`src/rtl/pe_pkg.sv`:
```
// Shared defaults and the saturating-accumulate helper for the systolic MAC processing element.
package pe_pkg;

    localparam int DEF_DATA_W  = 8;
    localparam int DEF_ACC_W   = 20;
    localparam int DEF_K_DEPTH = 9;

    // Widest accumulator the helper handles; callers extend operands to this width.
    localparam int SUM_W  = 64;
    localparam int SUM_W2 = SUM_W + 2;

    typedef struct packed {
        logic             sat;
        logic [SUM_W-1:0] sum;
    } sat_res_t;

    // Adds two pre-extended operands and clamps to the w-bit range of the chosen signedness.
    function automatic sat_res_t sat_add(
        input logic [SUM_W-1:0] x,
        input logic [SUM_W-1:0] y,
        input int unsigned      w,
        input logic             is_signed,
        input logic             sat_en
    );
        logic signed [SUM_W2-1:0] s;
        logic signed [SUM_W2-1:0] hi;
        logic signed [SUM_W2-1:0] lo;
        sat_res_t                 r;
        if (is_signed) begin
            s  = $signed({{2{x[SUM_W-1]}}, x}) + $signed({{2{y[SUM_W-1]}}, y});
            hi = (SUM_W2'(1) <<< (w - 1)) - SUM_W2'(1);
            lo = -(SUM_W2'(1) <<< (w - 1));
        end else begin
            s  = $signed({2'b00, x}) + $signed({2'b00, y});
            hi = (SUM_W2'(1) <<< w) - SUM_W2'(1);
            lo = '0;
        end
        r.sat = 1'b0;
        r.sum = s[SUM_W-1:0];
        if (sat_en) begin
            if (s > hi) begin
                r.sat = 1'b1;
                r.sum = hi[SUM_W-1:0];
            end else if (s < lo) begin
                r.sat = 1'b1;
                r.sum = lo[SUM_W-1:0];
            end
        end
        return r;
    endfunction

endpackage

```
`src/rtl/pe_mult_stage.sv`:
```
// Stage 1 of the PE: registered DATA_W x DATA_W multiply carrying a product-valid bit.
module pe_mult_stage import pe_pkg::*; #(
    parameter int DATA_W = DEF_DATA_W,
    parameter int SIGNED = 0
) (
    input  logic                clk,
    input  logic                rst,
    input  logic                i_clr,
    input  logic [DATA_W-1:0]   i_a,
    input  logic [DATA_W-1:0]   i_b,
    input  logic                i_valid,
    output logic [2*DATA_W-1:0] o_prod,
    output logic                o_valid
);

    localparam int PW = 2 * DATA_W;

    logic [PW-1:0] w_prod_p0;
    logic [PW-1:0] r_prod_p1;
    logic          r_vld_p1;

    always_comb begin
        if (SIGNED != 0) begin
            w_prod_p0 = PW'($signed(i_a)) * PW'($signed(i_b));
        end else begin
            w_prod_p0 = PW'(i_a) * PW'(i_b);
        end
    end

    // ---- stage 0 -> stage 1 ----
    always_ff @(posedge clk or negedge rst) begin
        if (!rst) begin
            r_vld_p1 <= 1'b0;
        end else begin
            r_vld_p1 <= i_valid & ~i_clr;
        end
    end

    always_ff @(posedge clk) begin
        if (i_valid) begin
            r_prod_p1 <= w_prod_p0;
        end
    end

    assign o_prod  = r_prod_p1;
    assign o_valid = r_vld_p1;

endmodule

```
`src/rtl/pe_systolic_mac.sv`:
```
// Systolic MAC processing element: forwards operands to its neighbour and accumulates
// K_DEPTH-beat dot products into a held result with an overrun flag.
module pe_systolic_mac import pe_pkg::*; #(
    parameter int DATA_W  = DEF_DATA_W,
    parameter int ACC_W   = DEF_ACC_W,
    parameter int K_DEPTH = DEF_K_DEPTH,
    parameter int SIGNED  = 0,
    parameter int SAT     = 1
) (
    input  logic              clk,
    input  logic              rst,
    input  logic              clr,
    input  logic [DATA_W-1:0] a,
    input  logic [DATA_W-1:0] b,
    input  logic              in_valid,
    output logic [DATA_W-1:0] out_a,
    output logic [DATA_W-1:0] out_b,
    output logic              out_valid,
    output logic [ACC_W-1:0]  out,
    output logic              out_sat,
    input  logic              out_ready,
    output logic              res_valid,
    output logic              ovf
);

    localparam int               PW    = 2 * DATA_W;
    localparam int               CNT_W = (K_DEPTH > 1) ? $clog2(K_DEPTH) : 1;
    localparam logic [CNT_W-1:0] LAST  = CNT_W'(K_DEPTH - 1);

    logic [DATA_W-1:0] r_out_a;
    logic [DATA_W-1:0] r_out_b;
    logic              r_out_valid;

    logic [PW-1:0]     w_prod_p1;
    logic              w_vld_p1;

    logic [ACC_W-1:0]  w_prod_ext_p1;
    logic [SUM_W-1:0]  w_acc_wide;
    logic [SUM_W-1:0]  w_prod_wide;
    sat_res_t          w_add_p1;
    logic              w_first_p1;
    logic              w_last_p1;
    logic [ACC_W-1:0]  w_sum_p1;
    logic              w_sat_p1;
    logic              w_unused_sum;

    logic [CNT_W-1:0]  r_cnt_p2;
    logic [ACC_W-1:0]  r_acc_p2;
    logic              r_sat_p2;
    logic [ACC_W-1:0]  r_out;
    logic              r_out_sat;
    logic              r_res_valid;
    logic              r_ovf;

    // ---- systolic forward ----
    always_ff @(posedge clk or negedge rst) begin
        if (!rst) begin
            r_out_a     <= '0;
            r_out_b     <= '0;
            r_out_valid <= 1'b0;
        end else begin
            r_out_a     <= a;
            r_out_b     <= b;
            r_out_valid <= in_valid;
        end
    end

    // ---- stage 0 -> stage 1 ----
    pe_mult_stage #(
        .DATA_W (DATA_W),
        .SIGNED (SIGNED)
    ) u_mult (
        .clk     (clk),
        .rst     (rst),
        .i_clr   (clr),
        .i_a     (a),
        .i_b     (b),
        .i_valid (in_valid),
        .o_prod  (w_prod_p1),
        .o_valid (w_vld_p1)
    );

    always_comb begin
        if (SIGNED != 0) begin
            w_prod_ext_p1 = ACC_W'($signed(w_prod_p1));
            w_acc_wide    = SUM_W'($signed(r_acc_p2));
            w_prod_wide   = SUM_W'($signed(w_prod_p1));
        end else begin
            w_prod_ext_p1 = ACC_W'(w_prod_p1);
            w_acc_wide    = SUM_W'(r_acc_p2);
            w_prod_wide   = SUM_W'(w_prod_p1);
        end
        w_add_p1   = sat_add(w_acc_wide, w_prod_wide, ACC_W, SIGNED != 0, SAT != 0);
        w_first_p1 = (r_cnt_p2 == '0);
        w_last_p1  = (r_cnt_p2 == LAST);
        // The first beat loads rather than adds, so a stale accumulator never leaks in.
        w_sum_p1   = w_first_p1 ? w_prod_ext_p1 : w_add_p1.sum[ACC_W-1:0];
        w_sat_p1   = w_first_p1 ? 1'b0 : (r_sat_p2 | w_add_p1.sat);
    end

    assign w_unused_sum = ^w_add_p1.sum;

    // ---- stage 1 -> stage 2 / result channel ----
    always_ff @(posedge clk or negedge rst) begin
        if (!rst) begin
            r_cnt_p2    <= '0;
            r_acc_p2    <= '0;
            r_sat_p2    <= 1'b0;
            r_out       <= '0;
            r_out_sat   <= 1'b0;
            r_res_valid <= 1'b0;
            r_ovf       <= 1'b0;
        end else begin
            if (r_res_valid && out_ready) begin
                r_res_valid <= 1'b0;
            end
            if (clr) begin
                r_cnt_p2 <= '0;
                r_acc_p2 <= '0;
                r_sat_p2 <= 1'b0;
            end else if (w_vld_p1) begin
                r_acc_p2 <= w_sum_p1;
                if (w_last_p1) begin
                    r_cnt_p2    <= '0;
                    r_sat_p2    <= 1'b0;
                    r_out       <= w_sum_p1;
                    r_out_sat   <= w_sat_p1;
                    r_res_valid <= 1'b1;
                    if (r_res_valid && !out_ready) begin
                        r_ovf <= 1'b1;
                    end
                end else begin
                    r_cnt_p2 <= r_cnt_p2 + CNT_W'(1);
                    r_sat_p2 <= w_sat_p1;
                end
            end
        end
    end

    assign out_a     = r_out_a;
    assign out_b     = r_out_b;
    assign out_valid = r_out_valid;
    assign out       = r_out;
    assign out_sat   = r_out_sat;
    assign res_valid = r_res_valid;
    assign ovf       = r_ovf;

endmodule

```
`config.mk`:
```
export PLATFORM = sky130hd
export DESIGN_NAME = pe_systolic_mac
export DESIGN_NICKNAME = d
export VERILOG_FILES = /design/src/rtl/pe_pkg.sv /design/src/rtl/pe_mult_stage.sv /design/src/rtl/pe_systolic_mac.sv
export SDC_FILE = /design/constraint.sdc
export NUM_CORES = 1
export LEC_CHECK = 0
export BUFFER_PORTS_ARGS = -buffer_cell sky130_fd_sc_hd__clkbuf_2
export CAP_MARGIN = 20
export CORE_MARGIN = 2
export CORE_UTILIZATION = 60
export DETAILED_ROUTE_END_ITERATION = 16
export PLACE_DENSITY = 0.81
export SYNTH_ARGS = -nofsm -noshare
export SYNTH_HDL_FRONTEND = slang
export SYNTH_HIERARCHICAL = 1
export SYNTH_SLANG_ARGS = --single-unit
```
`constraint.sdc`:
```
create_clock -name clk -period 7.1 [get_ports clk]
set_clock_uncertainty 0.2 [all_clocks]
set_input_delay 1.42 -clock clk [delete_from_list [all_inputs] [get_ports clk]]
set_output_delay 1.42 -clock clk [all_outputs]
set_load 0.1 [all_outputs]
```
== Word-level counts from Yosys, hierarchy flattened ==
Index checks and enable logic that the tools add are counted.

* Input port bits: 21
* Register bits: 82
* Output and inout bits: 40
* Logic and storage cells: 44

* Multiplexer cells: 16
* Multipliers: 1
* Order comparisons: 2
* Bitwise gates (word level): 3
* $add $sub $neg: 2
* Eq/ne operators: 1
* Reductions and logical operators: 7

{| class="wikitable"
|+ Operator list
! cell !! number
|-
| two-way mux 65 bit || 2
|-
| two-way mux 20 bit || 3
|-
| adder 20 x 16 -> 21 bit || 1
|-
| > comparator 21 x 20 -> 1 bit (second input constant) || 1
|-
| < comparator 21 x 1 -> 1 bit (second input constant) || 1
|-
| multiplier 8 x 8 -> 16 bit || 1
|-
| two-way mux 4 bit || 3
|-
| two-way mux 1 bit || 8
|-
| adder 4 x 1 -> 4 bit (second input constant) || 1
|-
| equality test 4 bit (second input constant) || 1
|-
| zero test 4 bit || 1
|-
| AND reduction 4 bit || 1
|-
| AND reduction 3 bit || 1
|-
| logical AND 1 bit || 2
|-
| nonzero test 2 bit || 1
|-
| AND 1 bit || 1
|-
| zero test 1 bit || 1
|-
| NOT 1 bit || 1
|-
| OR 1 bit || 1
|}

== Depth between registers and ports, before layout ==
Gate-level depths: netlist of run 1.

* Depth after elaboration: 9
* Depth in mapped cells: 15
* Depth with buffers taken out: 15

== Hierarchy ==
The synthesis of run 1 kept the hierarchy.

{| class="wikitable"
|+ Modules (own cells, without submodules)
! module !! cells each !! area each (µm²) !! times used !! sequential area each (µm²)
|-
| pe_systolic_mac || 342 || 3532.1 || 1 || 1626.6
|-
| pe_mult_stage || 261 || 2636.3 || 1 || 505.5
|}

== Least setup slack after synthesis of run 1 ==
Ideal clock, no wire load.

* Path type: input-to-reg
* Start point: input port b[4]
* End point: register u_mult.r_prod_p1[11] (netlist: u_mult/o_prod[11]), data pin
* Data arrival time: 4807 ps
* Data required time: 6641 ps
* Stages on the path: 15
* Path slack: 1835 ps
* Library setup time: 259 ps
* Cells stage by stage: and2_1 -> fa_1 -> inv_1 -> fa_1 -> inv_1 -> fa_1 -> inv_1 -> fa_1 -> inv_1 -> ha_1 -> a21o_1 -> a21oi_2 -> nand2_1 -> a31oi_1 -> xnor2_1

* Word-level cells in the longest chain between the ends: 1

{| class="wikitable"
|+ Ends and longest elaborated chain
! element !! line !! RTL
|-
| start, declared || pe_systolic_mac.sv:14 || <nowiki>input logic [DATA_W-1:0] b,</nowiki>
|-
| multiplier 8 x 8 -> 16 bit || pe_mult_stage.sv:26 || <nowiki>w_prod_p0 = PW'(i_a) * PW'(i_b);</nowiki>
|-
| named net u_mult.w_prod_p0[11] || pe_mult_stage.sv:18 || <nowiki>logic [PW-1:0] w_prod_p0;</nowiki>
|-
| end signal, assigned || pe_mult_stage.sv:41 || <nowiki>r_prod_p1 <= w_prod_p0;</nowiki>
|-
| end, declared || pe_mult_stage.sv:19 || <nowiki>logic [PW-1:0] r_prod_p1;</nowiki>
|}

The timed path passes the listed nets, and every way through them passes these cells.
A chain may end at the register's enable or synchronous reset.

== Worst setup path in the final report of run 1 ==
* Start point: input port a[2]
* End point: register u_mult.r_prod_p1[14] (netlist: u_mult/o_prod[14]), data pin

* Word-level cells in the longest chain between the ends: 1

{| class="wikitable"
|+ Ends and longest elaborated chain
! element !! line !! RTL
|-
| start, declared || pe_systolic_mac.sv:13 || <nowiki>input logic [DATA_W-1:0] a,</nowiki>
|-
| multiplier 8 x 8 -> 16 bit || pe_mult_stage.sv:26 ||
|-
| named net u_mult.w_prod_p0[14] || pe_mult_stage.sv:18 ||
|}

The timed path passes the listed nets, and every way through them passes these cells.

==> run metrics, run 1 <==
Max Cap Viol=0; wire length per cell=16.7 um; DR iter-0 viols=226; worst hold stages=2; P_leak=0.00342 uW; Syn Area/Cell=10.2 um^2; Final Max Tran Viols=0; Hold Buf Count CTS=0; setup repair bufs after CTS=0; final instance area=6830 um^2; EDFF count, synth=16; kind of critical path=input pin to register; maximum clock frequency=~190 MHz; Multi-input gate area=3720 um^2; drt pass-1 iters=4; clock latency on the worst-skew pair=360 ps; Sinks on Clock Net=82; final hold violations=0; Core ar.=~10000 um^2; initial core utilization=60.8%; final layout net count=774; TNS Setup=0 ps; Port Buf Inserts=60; startpoint types=input pin; CTS tree=done; worst hold endpoint=ovf$_DFFE_PN0P_; Clock Path Buffers=2; r2r endpoint=out[12]$_DFFE_PN0P_; vias in the first global route=4710; status=finished clean; die width=105 um; Die Footprint=11100 um^2; RSZ-0062 raised after global routing=false; crit share post-route=about three quarters; hold path start=ovf$_DFFE_PN0P_; Post-Route WL=between 10000 and 15000 um; Max IR drop VDD=0.129 mV; minimum clock period=roughly 5300 ps; DIE HEIGHT=105 um; post-synthesis async set-or-reset flop share=about 80%; Worst Tran Pin Value=984 ps; Top FF cell, synth=dfrtp_1; Placed Area=approximately 6600 um^2; Yosys reg bits=82; Post-CTS Resized=0; crit end category=register; CTS buffer count=9; H-tree depth=3; synthesized cell area=6170 um^2; Worst slew margin=34.4%; Reg-to-Reg Start=u_mult/o_prod[0]$_DFFE_PP_; Area Growth Syn to Fin=10.7%; Post-Layout Cell Count=803; Via-to-Cell Ratio=5.78; DRC=0; pin count of the biggest net entering global routing=67; dpl cells=786; critical-path maximum fanout=9; total number of vias=4642; sequential-to-total area share from yosys stat=34.6%; antenna violations before repair=0; filler cell count in the final layout=793; GRT Util Overall=25.6%; Final setup viols=0; power density over cell area=274 nW/um^2; CTS root buffer=clkbuf_8; layout cell share with drive strength beyond 1=roughly 17%; Placer Congestion=0.939; Data required, critical path=7010 ps; GR Overflow Total=0; HP Class=register to register; yosys warns=6; distinct cell type count after synthesis=65; row count=37; CTS clock-pin slew for the worst setup and hold paths=80 ps; Overall Power=between 1500 and 2000 uW; HPWL Detailed=10200 um; I/O pin count=between 60 and 70; critical path data arrival time=5230 ps; Syn Nets=715; global-route wire length before repair=between 20000 and 25000 um; FF/Latch Area=2130 um^2; Cells after Synth=603; Reg2Reg Depth=10; ANT nets after route=0; ANT cells=0; r2r setup slk=3670 ps
==> worst max-delay path: stages <==
cell and delay, ps:
clkbuf_2 160, and2_1 190, fa_1 530, fa_1 530, fa_1 560, inv_1 60, fa_1 530, inv_1 40
ha_1 370, a21oi_1 220, o21ai_2 90, nor4_1 230, a21oi_1 140, xor2_1 160
==> cells by family (layout without fill, tap and decap cells) <==
logic type | after synthesis | count (layout) | synth area share (%)
AND/OR/NAND/NOR | 172 | 172 | 14.6
AO/OA/AOI/OAI | 135 | 135 | 16.0
adder cells (fa/ha/maj) | 91 | 91 | 23.0
flip-flops | 82 | 82 | 34.6
buffers and inverters | 81 | 145 | 5.15
XOR/XNOR | 22 | 22 | 3.12
multiplexers | 20 | 20 | 3.57
==> worst max-delay path by stage <==
stage,startpoint,end,slack (ps),cells past startpoint
2_1_floorplan,b[4],u_mult/o_prod[11]$_DFFE_PP_,1830,15
3_3_place_gp,b[4],u_mult/o_prod[11]$_DFFE_PP_,1570,16
3_5_place_dp,a[2],u_mult/o_prod[14]$_DFFE_PP_,1430,14
4_1_cts,a[2],u_mult/o_prod[14]$_DFFE_PP_,1760,14
5_1_grt,b[7],u_mult/o_prod[14]$_DFFE_PP_,1510,14
6_report,a[2],u_mult/o_prod[14]$_DFFE_PP_,1780,14
==> cell type report <==
class | instances | share of cell area (%)
Timing Repair Buffer | 64 | 5.13
Tap cell | 136 | 2.49
Clock inverter | 2 | 0.238
Multi-Input combinational cell | 440 | 54.5
Inverter | 65 | 3.57
Sequential cell | 82 | 31.2
Clock buffer | 14 | 2.86
==> state kept, by name (all words and copies together) (netlist names) <==
signal,count
u_mult/o_valid,1
r_acc_p2,20
out_a,8
u_mult/o_prod,16
out,20
out_valid,1
r_cnt_p2,4
res_valid,1
r_sat_p2,1
out_sat,1
out_b,8
ovf,1
==> Yosys cell counts, types with 2 or more instances <==
library cell,number,share of area (%)
a211oi_1,3,0.37
buf_2,5,0.41
mux2i_1,4,0.65
o211ai_2,2,0.41
nor4_1,2,0.20
a22o_1,14,2.0
nand2_1,44,2.7
dfrtp_1,66,27
o21ai_2,2,0.28
o21ai_1,7,0.57
fa_1,37,12
a21oi_1,23,1.9
nand3_1,18,1.5
a31oi_1,6,0.61
nor3_1,3,0.24
o21ai_0,16,1.3
a211o_1,4,0.57
inv_1,65,4.0
and3_1,11,1.1
nor2b_1,2,0.20
edfxtp_1,16,7.8
a21o_1,8,0.97
xor2_1,8,1.1
clkbuf_1,10,0.61
ha_1,54,11
nor2_1,26,1.6
o31ai_1,2,0.24
a21oi_2,2,0.28
o21a_1,22,2.7
or4_1,2,0.24
mux2_2,16,2.9
and2_1,48,4.9
o2111ai_1,2,0.28
xnor2_1,14,2.0
and2b_1,2,0.24
nand2b_1,5,0.51
o211a_1,4,0.65
==> cell usage in the layout, fill, tap and decap left out, drive strengths merged, types with 3 or more instances in the layout <==
cell type,instances
nand3,19
a21oi,25
o21a,22
nor3,3
xnor2,14
a211oi,4
o31ai,3
nand2b,5
nand2,44
xor2,8
nor2b,3
a31oi,6
fa,37
and2,48
nor2,27
inv,65
a22o,14
a21o,8
o211a,4
o21ai,25
mux2,16
ha,54
and3,12
dfrtp,66
a211o,5
edfxtp,16
o211ai,3
clkbuf,73
mux2i,4
buf,5
==> per-stage QoR <==
stage	setup WS [ps]	hold WS, ps	utilization, %
floorplan	1830	260	-
global placement	1570	249	65.0
detailed placement	1430	251	65.0
CTS	1760	272	67.1
global route	1510	316	67.3
finish	1780	267	67.3
==> metal layers <==
metal / vias to the layer above / track usage [%] / wire length, um
met5: - / 0 / 0
met4: 0 / 8.38 / 239
met3: 15 / 3.59 / 664
met2: 135 / 43.1 / 6770
met1: 2272 / 34.3 / 5760
li1: 2220 / - / -
==> report_power, final <==
group          internal (uW)  switching, uW  total [uW]
clock                    181            173         354
combinational            363            553         917
sequential               562           39.2         602
(Power assumes the default switching activity.)
==> run 2, diff against run 1 <==
clock period = 5.58 ns   (was 7.1 ns; I/O delays follow)
==> run 2 against run 1 <==
  * Power increased by 31%
  * Via count increased by 0.80%
  * Global-route usage hardly changed
  * Non-clock buffer count is the same
  * Setup slack got worse by 1200 ps
  * Clock-buffer cell count shrank 3
  * Final area up 0.33%
  * Combinational power is 28% higher
  * First-iteration DRC count is 19% higher
  * Final cell count unchanged
  * Die area is the same
  * Sequential share of layout area decreased by 0.10 points
  * Largest cell class unchanged
==> run metrics, run 2 (synthesis results as in run 1) <==
crit share post-route=between 80 and 90%; GRT Util Overall=25.6%; HP Class=register to register; HPWL Detailed=10200 um; M1 WL=5770 um; Max IR drop VDD=0.176 mV; crit end category=register; Final setup viols=0; ANT nets after route=0; critical path startpoint=b[7]; worst hold stages=2; CTS root buffer=clkbuf_8; most frequent cells in the layout=66 x dfrtp_1, 65 x inv_1, 59 x clkbuf_2; pre-CTS setup slack=226 ps; CTS clock-pin slew for the worst setup and hold paths=90 ps; final layout net count=between 700 and 800; total number of vias=approximately 4700; final hold violations=0; commonest non-fill, non-tap cell in the layout=dfrtp_1; critical path data arrival time=4920 ps; Worst path depth=14; Port Buf Inserts=60; Comb power frac=47.7%; Via-to-Cell Ratio=~5.8; DR iter-0 viols=270; Clock Path Buffers=2; P_leak=0.00343 uW; RSZ-0062 raised after global routing=false; Worst slew margin=between 30% and 40%; setup repair bufs after CTS=0; TNS Setup=0 ps; Final Max Tran Viols=0; Critical-path top delay cell=fa_1; Sw Ratio=around 40%; highest routed layer=met4; Area Growth Syn to Fin=11.0%; Reg-to-Reg Start=u_mult/o_prod[0]$_DFFE_PP_; Worst Tran Pin Value=~950 ps; status=finished clean; antenna violations before repair=0; die width=105 um; initial core utilization=60.8%; Reg2Reg Depth=10; Post-Route WL=13500 um; Sinks on Clock Net=82; Sw Pwr=around 1000 uW; maximum clock frequency=199 MHz; CTS buffer count=9; clock latency on the worst-skew pair=about 360 ps; startpoint types=input pin; wire length per cell=16.8 um; vias in the first global route=4726; metal3 WL=664 um; Data required, critical path=5490 ps; power density over cell area=357 nW/um^2; GR Overflow Total=0; H-tree depth=3; Hold Buf Count CTS=0; fin util=67.6%; hold path start=ovf$_DFFE_PN0P_; pin count of the biggest net entering global routing=67; Core ar.=10100 um^2; r2r setup slk=2180 ps; CP Cell Sequence=clkbuf_2 > and2_1 > fa_1 > fa_1 > fa_1 > inv_1 > fa_1 > inv_1 > ha_1 > a21oi_1 > o21ai_2 > nor4_1 > a21oi_1 > xor2_1; Critical Path Most Common Cell=fa_1; Post-CTS Resized=0; Placer Congestion=0.939; row count=37; critical-path maximum fanout=9; final hold slack=267 ps; post-route setup slack=between 500 and 600 ps; Die Footprint=11100 um^2; met2 wire len=6780 um; Clk pwr share=21.0%; filler cell count in the final layout=783; Worst path max stage delay=560 ps; Seq pwr share=31.3%; layout cell share with drive strength beyond 1=16.9%; ANT cells=0; I/O pin count=61; drt pass-1 iters=5; kind of critical path=input pin to register; Max Cap Viol=0; global-route wire length before repair=22500 um; DRC=0; Largest delay share family, worst path=adder cells; DIE HEIGHT=105 um; Int Power=between 1000 and 1500 uW; CTS tree=done; WP buf/inv=3; minimum clock period=about 5000 ps
run 2: changes by cell type in the layout (fill, tap and decap cells not counted):
cell	previous run	this run
bufinv_16	0	3
clkbuf_16	2	0
clkbuf_8	10	9
clkinv_2	0	1
clkinv_4	1	0
run 2: area by class of cell:
class	count	area, um^2	share of cell area, %
Timing Repair Buffer	64	350	5.12
Tap cell	136	170	2.48
Clock buffer	11	131	1.92
Clock inverter	5	103	1.50
Inverter	65	244	3.56
Sequential cell	82	2130	31.1
Multi-Input combinational cell	440	3720	54.3
run 2: per-stage QoR:
| step | area, um^2 | power (uW) | instances |
|---|---|---|---|
| floorplan | 6170 | 1670 | 603 |
| global placement | 6590 | 1880 | 786 |
| detailed placement | 6590 | 1920 | 786 |
| CTS | 6820 | 2440 | 802 |
| global route | 6850 | 2610 | 803 |
| finish | 6850 | 2450 | 803 |
run 2: final timing paths:
path,endpoint
max,u_mult/o_prod[14]$_DFFE_PP_
min,ovf$_DFFE_PN0P_
max reg2reg,out[14]$_DFFE_PN0P_
min reg2reg,ovf$_DFFE_PN0P_
max in group asynchronous,out_a[0]$_DFF_PN0_
min in group asynchronous,r_acc_p2[3]$_DFFE_PN0P_
run 2: worst min-delay path: cells and delay by family, from the launching register on:
kind / cells / cell delay (ps)
buffers and inverters: 1 / 40
flip-flops: 1 / 350
AO/OA/AOI/OAI: 1 / 50
run 2: metal layers:
| layer | GRT usage, % | vias up |
|---|---|---|
| met4 | 9.71 | 0 |
| met1 | 33.3 | 2285 |
| met5 | 0 | - |
| li1 | - | 2209 |
| met3 | 3.53 | 24 |
| met2 | 43.6 | 161 |
run 2: power by group through the flow:
stage | clock [uW] | combinational (uW) | sequential (uW)
after floorplan | 0 | 829 | 844
after global placement | 0 | 1110 | 772
after detailed placement | 0 | 1150 | 774
after CTS | 521 | 1160 | 763
after global routing | 539 | 1300 | 771
final | 514 | 1170 | 765
==> run 3, diff against run 2 <==
ABC_AREA = 0   (was not set)
CELL_PAD_IN_SITES_DETAIL_PLACEMENT = 2   (was not set)
CELL_PAD_IN_SITES_GLOBAL_PLACEMENT = 2   (was not set)
CORE_UTILIZATION = 39   (was 60)
PLACE_DENSITY = not set   (was 0.81)
PLACE_DENSITY_LB_ADDON = 0.1   (was not set)
==> run 3 against run 2 <==
  * Utilization fell by 22 points
  * Sequential power about the same
  * Setup slack gained 17 ps
  * Final cell count is 9.5% higher
  * Die area is 52% higher
  * Sequential share of layout area decreased by 0.64 points
  * Non-clock buffer count grew 1
  * Fmax rose by 0.34%
  * Critical endpoint is now u_mult/o_prod[11]$_DFFE_PP_
  * Largest power group unchanged
  * Highest routed layer unchanged
==> run metrics, run 3 (synthesis results as in run 1) <==
status=finished clean; most frequent cells in the layout=66 x dfrtp_1, 65 x inv_1, 59 x clkbuf_2; maximum clock frequency=200 MHz; Worst Tran Pin Value=slightly below 1000 ps; power density over cell area=360 nW/um^2; total number of vias=4653; Post-Route WL=16300 um; DIE HEIGHT=130 um; DRC=0; TNS Setup=0 ps; worst hold stages=2; H-tree depth=3; die width=130 um; ANT cells=0; CTS root buffer=clkbuf_16; Final Max Tran Viols=0; I/O pin count=61; Die Footprint=between 15000 and 20000 um^2; Placed Area=6690 um^2; row count=45; final hold slack=285 ps; GRT Util Overall=21.0%; clock latency on the worst-skew pair=350 ps; Critical-path top delay cell=fa_1; r2r setup slk=2140 ps; Core ar.=between 15000 and 20000 um^2; Clock Path Buffers=2; Max IR drop VDD=0.170 mV; Final setup viols=0; Reg-to-Reg Start=u_mult/o_prod[0]$_DFFE_PP_; final instance area=between 6000 and 7000 um^2; filler cell count in the final layout=1683; startpoint types=input pin; final hold violations=0; CTS tree=done; antenna violations before repair=0; crit end category=register; P_leak=0.00346 uW; ANT nets after route=0; critical path data arrival time=4890 ps; Via-to-Cell Ratio=5.29; r2r endpoint=out[5]$_DFFE_PN0P_; DR iter-0 viols=123; hold path start=ovf$_DFFE_PN0P_; critical-path maximum fanout=9; Worst slew margin=35.0%; wire length per cell=approximately 18 um; Reg2Reg Depth=10; HPWL Detailed=12700 um; Port Buf Inserts=60; Placer Congestion=~0.82; vias in the first global route=5308; RSZ-0062 raised after global routing=false; commonest non-fill, non-tap cell in the layout=dfrtp_1; CTS clock-pin slew for the worst setup and hold paths=roughly 60 ps; minimum clock period=about 5000 ps; worst hold endpoint=ovf$_DFFE_PN0P_; layout cell share with drive strength beyond 1=17.4%; CP Cell Sequence=clkbuf_2 > and2_1 > fa_1 > inv_1 > fa_1 > inv_1 > fa_1 > inv_1 > fa_1 > inv_1 > ha_1 > a21o_1 > a21oi_2 > nand2_1 > a31oi_1 > xnor2_1; initial core utilization=40.3%; kind of critical path=input pin to register; final layout net count=775; Area Growth Syn to Fin=13.4%; drt pass-1 iters=4; pin count of the biggest net entering global routing=67; GR Overflow Total=0; Post-CTS Resized=0; CTS buffer count=9; setup repair bufs after CTS=0; Max Cap Viol=0; Hold Buf Count CTS=0; crit share post-route=89.6%; global-route wire length before repair=about 28000 um; Data required, critical path=5470 ps; HP Class=register to register; Sinks on Clock Net=82; Worst path max stage delay=550 ps
==> run 3: cell count changes in the layout (fill, tap and decap cells not counted), sizes merged <==
cell | before | now
buf | 5 | 6
bufinv | 3 | 0
clkinv | 1 | 4
clkinvlp | 1 | 0
inv | 65 | 66
==> run 3: worst max-delay path by stage <==
stage | cells after the start | slack, ps | startpoint | to
after floorplan | 15 | 620 | b[4] | u_mult/o_prod[11]$_DFFE_PP_
after global placement | 16 | 350 | b[4] | u_mult/o_prod[11]$_DFFE_PP_
after detailed placement | 16 | 200 | b[4] | u_mult/o_prod[11]$_DFFE_PP_
after CTS | 16 | 560 | b[4] | u_mult/o_prod[11]$_DFFE_PP_
after global routing | 16 | 380 | b[3] | u_mult/o_prod[11]$_DFFE_PP_
final | 16 | 580 | b[4] | u_mult/o_prod[11]$_DFFE_PP_
==> run 3: power by group <==
part	internal, uW	leakage [uW]	total, uW	switching, uW
registers	717	0.00102	768	51.9
logic	464	0.00230	1190	724
clock network	312	0.000139	562	249
total	1490	0.00346	2520	1030
==> run 3: cell type report <==
cell class,count,area [um^2],area share (%)
Multi-Input combinational cell,440,3720,53.2
Sequential cell,82,2130,30.5
Timing Repair Buffer,65,360,5.15
Tap cell,211,264,3.78
Inverter,65,244,3.49
Clock buffer,11,243,3.47
Clock inverter,5,28.8,0.412
==> run 3: through the flow <==
stage | utilization [%] | total power, uW | setup WS (ps) | instances
6_report | 45.7 | 2520 | 581 | 879
5_1_grt | 45.7 | 2730 | 380 | 879
4_1_cts | 45.5 | 2560 | 559 | 878
3_5_place_dp | 43.7 | 1970 | 197 | 862
3_3_place_gp | 43.7 | 1910 | 346 | 862
2_1_floorplan | - | 1670 | 619 | 603
==> run 3: worst max-delay path, delay by kind of cell <==
kind / cells / cell delay (ps)
xor gates and xnor gates: 1 / 90
AOI/OAI and AO/OA: 3 / 580
adders and majority gates: 5 / 2440
buffers and inverters: 5 / 360
and+or+nand+nor: 2 / 310
==> run 3: per-layer routing <==
layer | part of all wire (%) | vias to the layer above | global-route usage, %
met5 | 0 | - | 0
met4 | 1.2 | 0 | 4.87
met3 | 1.8 | 15 | 3.40
met2 | 55 | 50 | 39.7
met1 | 42 | 2380 | 24.9
li1 | - | 2208 | -
